<file path="src/rtl/nibble_serial_adder_ctrl.sv">
// Serial WIDTH-bit adder: one 4-bit ripple slice (pa) reused once per nibble, LSB nibble first.
// Optional macro SUB_MODE_EN adds a `sub` port that turns the operation into a - b.

module pa (
    input  logic [3:0] a,
    input  logic [3:0] b,
    input  logic       cin,
    output logic [3:0] s,
    output logic       cout
);

    logic [4:0] c;

    // NOTE: every signal written in always_comb gets a default first, so no path can infer a latch.
    always_comb begin
        c    = '0;
        s    = '0;
        c[0] = cin;
        for (int i = 0; i < 4; i++) begin
            s[i]     = a[i] ^ b[i] ^ c[i];
            c[i + 1] = (a[i] & b[i]) | (c[i] & (a[i] ^ b[i]));
        end
        cout = c[4];
    end

endmodule

module nibble_serial_adder_ctrl #(
    parameter int WIDTH = 16,
    parameter int CNT_W = 4
) (
    input  logic             clk,
    input  logic             rst_n,
    input  logic             in_valid,
    output logic             in_ready,
    input  logic [WIDTH-1:0] a,
    input  logic [WIDTH-1:0] b,
    input  logic             cin,
`ifdef SUB_MODE_EN
    input  logic             sub,
`endif
    output logic             out_valid,
    input  logic             out_ready,
    output logic [WIDTH-1:0] sum,
    output logic             cout,
    output logic             busy,
    output logic [CNT_W-1:0] nib_idx
);

    localparam int NIBBLES = WIDTH / 4;
    localparam logic [CNT_W-1:0] LAST_NIB = CNT_W'(NIBBLES - 1);

    typedef enum logic [1:0] {
        IDLE = 2'd0,
        RUN  = 2'd1,
        DONE = 2'd2
    } state_e;

    state_e           state_q, state_d;
    logic [WIDTH-1:0] a_q, a_d;
    logic [WIDTH-1:0] b_q, b_d;
    logic             carry_q, carry_d;
    logic [CNT_W-1:0] cnt_q, cnt_d;
    logic [WIDTH-1:0] sum_q, sum_d;
    logic             cout_q, cout_d;

    logic [3:0]       a_nib, b_nib, pa_s;
    logic             pa_cout;

    // Select the active nibble of each captured operand.
    always_comb begin
        a_nib = '0;
        b_nib = '0;
        for (int i = 0; i < NIBBLES; i++) begin
            if (cnt_q == CNT_W'(i)) begin
                a_nib = a_q[4*i +: 4];
                b_nib = b_q[4*i +: 4];
            end
        end
    end

    pa u_pa (
        .a    (a_nib),
        .b    (b_nib),
        .cin  (carry_q),
        .s    (pa_s),
        .cout (pa_cout)
    );

    always_comb begin
        state_d = state_q;
        a_d     = a_q;
        b_d     = b_q;
        carry_d = carry_q;
        cnt_d   = cnt_q;
        sum_d   = sum_q;
        cout_d  = cout_q;

        unique case (state_q)
            IDLE: begin
                if (in_valid) begin
                    a_d     = a;
                    cnt_d   = '0;
                    sum_d   = '0;
                    state_d = RUN;
`ifdef SUB_MODE_EN
                    // Subtraction is a + ~b + 1; inverting at capture keeps RUN unchanged.
                    b_d     = sub ? ~b : b;
                    carry_d = sub ? 1'b1 : cin;
`else
                    b_d     = b;
                    carry_d = cin;
`endif
                end
            end
            RUN: begin
                for (int i = 0; i < NIBBLES; i++) begin
                    if (cnt_q == CNT_W'(i)) begin
                        sum_d[4*i +: 4] = pa_s;
                    end
                end
                carry_d = pa_cout;
                if (cnt_q == LAST_NIB) begin
                    cout_d  = pa_cout;
                    state_d = DONE;
                end else begin
                    cnt_d = cnt_q + CNT_W'(1);
                end
            end
            DONE: begin
                if (out_ready) begin
                    state_d = IDLE;
                end
            end
            default: state_d = IDLE;
        endcase
    end

    // NOTE: sequential state uses non-blocking assignments only, so every flop samples pre-edge values.
    always_ff @(posedge clk or negedge rst_n) begin
        if (!rst_n) begin
            state_q <= IDLE;
            a_q     <= '0;
            b_q     <= '0;
            carry_q <= 1'b0;
            cnt_q   <= '0;
            sum_q   <= '0;
            cout_q  <= 1'b0;
        end else begin
            state_q <= state_d;
            a_q     <= a_d;
            b_q     <= b_d;
            carry_q <= carry_d;
            cnt_q   <= cnt_d;
            sum_q   <= sum_d;
            cout_q  <= cout_d;
        end
    end

    assign in_ready  = (state_q == IDLE);
    assign out_valid = (state_q == DONE);
    assign busy      = (state_q != IDLE);
    assign nib_idx   = (state_q == RUN) ? cnt_q : '0;
    assign sum       = sum_q;
    assign cout      = cout_q;

endmodule

</file>
<file path="config.mk">
export PLATFORM = sky130hd
export DESIGN_NAME = nibble_serial_adder_ctrl
export DESIGN_NICKNAME = d
export VERILOG_FILES = /design/src/rtl/nibble_serial_adder_ctrl.sv
export SDC_FILE = /design/constraint.sdc
export NUM_CORES = 1
export LEC_CHECK = 0
export BUFFER_PORTS_ARGS = -buffer_cell sky130_fd_sc_hd__buf_2
export CAP_MARGIN = 30
export CORE_MARGIN = 10
export CORE_UTILIZATION = 45
export CTS_CLUSTER_SIZE = 12
export DETAILED_ROUTE_END_ITERATION = 12
export PLACE_DENSITY_LB_ADDON = 0.15
export SYNTH_ARGS = -nofsm -noshare
export SYNTH_HDL_FRONTEND = slang
export SYNTH_HIERARCHICAL = 1
export SYNTH_SLANG_ARGS = --single-unit
</file>
<file path="constraint.sdc">
create_clock -name clk -period 4.6 [get_ports clk]
set_input_delay 1.15 -clock clk [delete_from_list [all_inputs] [get_ports clk]]
set_output_delay 1.15 -clock clk [all_outputs]
set_load 0.005 [all_outputs]
</file>
==> results.toml <==
[status]
outcome = "completed"

[sta]
rsz0062_at_grt = "false"
maxSlewHeadroom_pct = 49.99
finalCriticalPeriod_ns = 3.713
setup_viol = 0
slew_viol_final = 0
whs_ns = 0.5220
fmax_ghz = 0.2693
worst_slack_ns = 0.8873
hold_viol = 0
setup-tns-final_ns = 0
fin_crit_sh_pct = 80.71
tightest_slew_ns = 0.7502
skew_ns = 0.006312

[route]
wl_per_cell_um = 16.88
drc = 0
drt_iter0_drc = 86
post_drt_via_cell_ratio = 5.141
routed_wl_mm = 6.329
first_pass_iters = 4
ant_nets = 0
vias = 1928

[logic_synthesis]
syn_inst = 244
synth_seq_area_share_pct = 48.97
synth_cell_types = 34
syn-cell-area_mm2 = 0.002861
ys_seq_elements = 56
syn_area_per_cell_um2 = 11.73
ys_warn_count = 6
syn-num-nets = 289

[critical_path]
crit_chain = "inv_1, ha_1, nor2b_1, a221oi_1, o21ai_0, fa_1, inv_1, fa_1, inv_1, fa_1, inv_1, fa_1, inv_1, nand3_1, o21ai_1"
r2r_cells = 15
crit_slowest_cell = "ha_1"
crit_type = "flip-flop to flip-flop"
max_stage_delay_ns = 0.46
critPathMaxFanout = 14
crit_arrival_ns = 3.95
reg2reg_to = "sum[11]$_DFFE_PN0P_"
startpoint_type = "flip-flop"
r2r_start = "cnt_q[1]$_DFFE_PN0P_"
cp_common_cell = "inv_1"
crit_path_end_kind = "flip-flop"
cp.required_ns = 4.84
rrSetupSlack_ns = 0.89

[placement]
dpl_cell_area_mm2 = 0.003152
dp_hpwl_mm = 4.791
dpl_worst_slack_ns = 0.9024
placement.io_buffers = 60
dp.cells = 368
place_congestion = 0.7994

[die]
core_mm2 = 0.006061
fp-row-count = 28
die_area_mm2 = 0.009948
die_y_um = 99.74
die_w_um = 99.74
io_pins = 61
initial_core_util_pct = 47.21

[hold_path]
holdPathEnd = "a_q[6]$_DFFE_PN0P_"
hold_path.class = "flip-flop to flip-flop"
whs_path_depth = 1
hold_start = "a_q[6]$_DFFE_PN0P_"

[finish]
area_growth_pct = 12.86
fin_nets = 345
diodes = 0
instances_no_fill = 375
drive_gt1_share_pct = 35.00
final_area_mm2 = 0.003229
layout_common_cells = "buf_2 (60), dfrtp_1 (56), mux2_4 (32), o21ai_0 (31), nand2_1 (27)"
final_common_cell = "buf_2"

[pwr]
pwr_density_cell_mw_per_mm2 = 765.4
vdd_drop_max_uv = 274.9
cellLeakagePower_uw = 0.001650

[cts]
post_cts_buffers = 0
clock-root-buffer = "clkbuf_8"
cts.repair.resized = 0
cts_num_sinks = 56
numCtsBuffers = 5
h-tree-depth = 2
cts_buffer_depth = 2
path_clk_slew_ns = 0.09
hold_buffers = 0
tritoncts = "done"
clk_latency_ns = 0.30

[run]
max_cap_violations = 0

[grt]
grt_pass1_wl_mm = 10.42
grt_pass1_vias = 2014
grt_antenna_before_repair = 0
grt_max_degree = 50
grt_overflow = 0
grt_usage_pct = 12.71
[cell usage after synthesis]
| master | number | area, µm² |
|---|---|---|
| buf_12 | 3 | 60.06 |
| o21ai_1 | 1 | 5.000 |
| and2_1 | 10 | 62.56 |
| a311o_1 | 1 | 10.01 |
| mux2_2 | 1 | 11.26 |
| a21o_1 | 1 | 7.510 |
| a221o_1 | 1 | 10.01 |
| a21oi_1 | 2 | 10.01 |
| buf_2 | 5 | 25.02 |
| dfrtp_1 | 56 | 1401 |
| mux2i_1 | 1 | 10.01 |
| a311oi_1 | 1 | 8.760 |
| mux2_4 | 32 | 480.5 |
| or3b_1 | 2 | 17.52 |
| inv_1 | 15 | 56.30 |
| nand3b_1 | 1 | 7.510 |
| buf_6 | 3 | 33.78 |
| ha_1 | 4 | 50.05 |
| a221oi_1 | 8 | 70.07 |
| nand2b_1 | 1 | 6.260 |
| a31oi_1 | 1 | 6.260 |
| fa_1 | 4 | 80.08 |
| clkbuf_1 | 4 | 15.01 |
| nand4_1 | 1 | 6.260 |
| nor2_1 | 1 | 3.750 |
| o21ai_0 | 31 | 155.2 |
| nor4b_2 | 1 | 15.01 |
| nand2_1 | 27 | 101.4 |
| o21bai_1 | 1 | 7.510 |
| nand3_1 | 18 | 90.09 |
| and2b_1 | 1 | 7.510 |
| nor2b_1 | 2 | 12.51 |
| nor3_1 | 2 | 10.01 |
| nor3b_1 | 1 | 7.510 |
[worst max-delay path, delay by kind of cell (launching register included)]
kind | cells | cell delay [ns]
AOI/OAI and AO/OA | 3 | 0.57
adders and majority gates | 5 | 1.83
DFF | 1 | 0.45
buffers and inverters | 5 | 0.43
and+or+nand+nor | 2 | 0.36
[metrics by stage]
step	utilization (%)	power (µW)
2_1_floorplan	-	1880
3_3_place_gp	52.00	2201
3_5_place_dp	52.00	2238
4_1_cts	53.28	2499
5_1_grt	53.28	2707
6_report	53.28	2472
[state kept, by name, summed over array words and instances (netlist names)]
register	flops
cnt_q	4
cout	1
a_q	16
state_q	2
sum	16
b_q	16
carry_q	1
[kinds of logic (layout without fill, tap and decap cells)]
kind of cell / after synthesis / after routing / synth area share [%]
and+or+nand+nor: 68 / 68 / 12.16
DFF: 56 / 56 / 48.97
AOI/OAI and AO/OA: 48 / 48 / 10.14
muxes: 34 / 34 / 17.53
buffers and inverters: 30 / 86 / 6.646
adders and majority gates: 8 / 8 / 4.548
[per-layer routing]
layer | global-route usage, % | vias to the layer above | routed length (µm)
met5 | 0 | - | 0
met3 | 4.291 | 7 | 458
li1 | - | 956 | -
met2 | 18.37 | 57 | 2860
met4 | 3.308 | 0 | 59
met1 | 17.63 | 908 | 2951
[cell type report]
type	instances	area (µm²)
multi-input cells	158	1270
well taps	75	93.84
inverters	15	56.30
repair buffers	64	330.3
clock inverters	1	5.005
clock buffers	6	72.57
flip-flops and latches	56	1401
fillers	564	2831
[report_power, final]
| group | switching [µW] | leakage, µW | internal [µW] |
|---|---|---|---|
| registers | 176 | 0.000692 | 721 |
| clock network | 149 | 0.0000410 | 104 |
| logic | 694 | 0.000917 | 628 |
[worst max path at each step]
stage	startpoint	to	slack [ns]	cells after the start
6_report	cnt_q[1]$_DFFE_PN0P_	sum[11]$_DFFE_PN0P_	0.89	15
5_1_grt	cnt_q[1]$_DFFE_PN0P_	sum[11]$_DFFE_PN0P_	0.49	15
4_1_cts	cnt_q[1]$_DFFE_PN0P_	sum[15]$_DFFE_PN0P_	0.88	15
3_5_place_dp	cnt_q[1]$_DFFE_PN0P_	sum[15]$_DFFE_PN0P_	0.90	15
3_3_place_gp	cnt_q[1]$_DFFE_PN0P_	sum[11]$_DFFE_PN0P_	1.12	15
2_1_floorplan	cnt_q[0]$_DFFE_PN0P_	sum[7]$_DFFE_PN0P_	1.39	16
(Power assumes the default switching activity.)
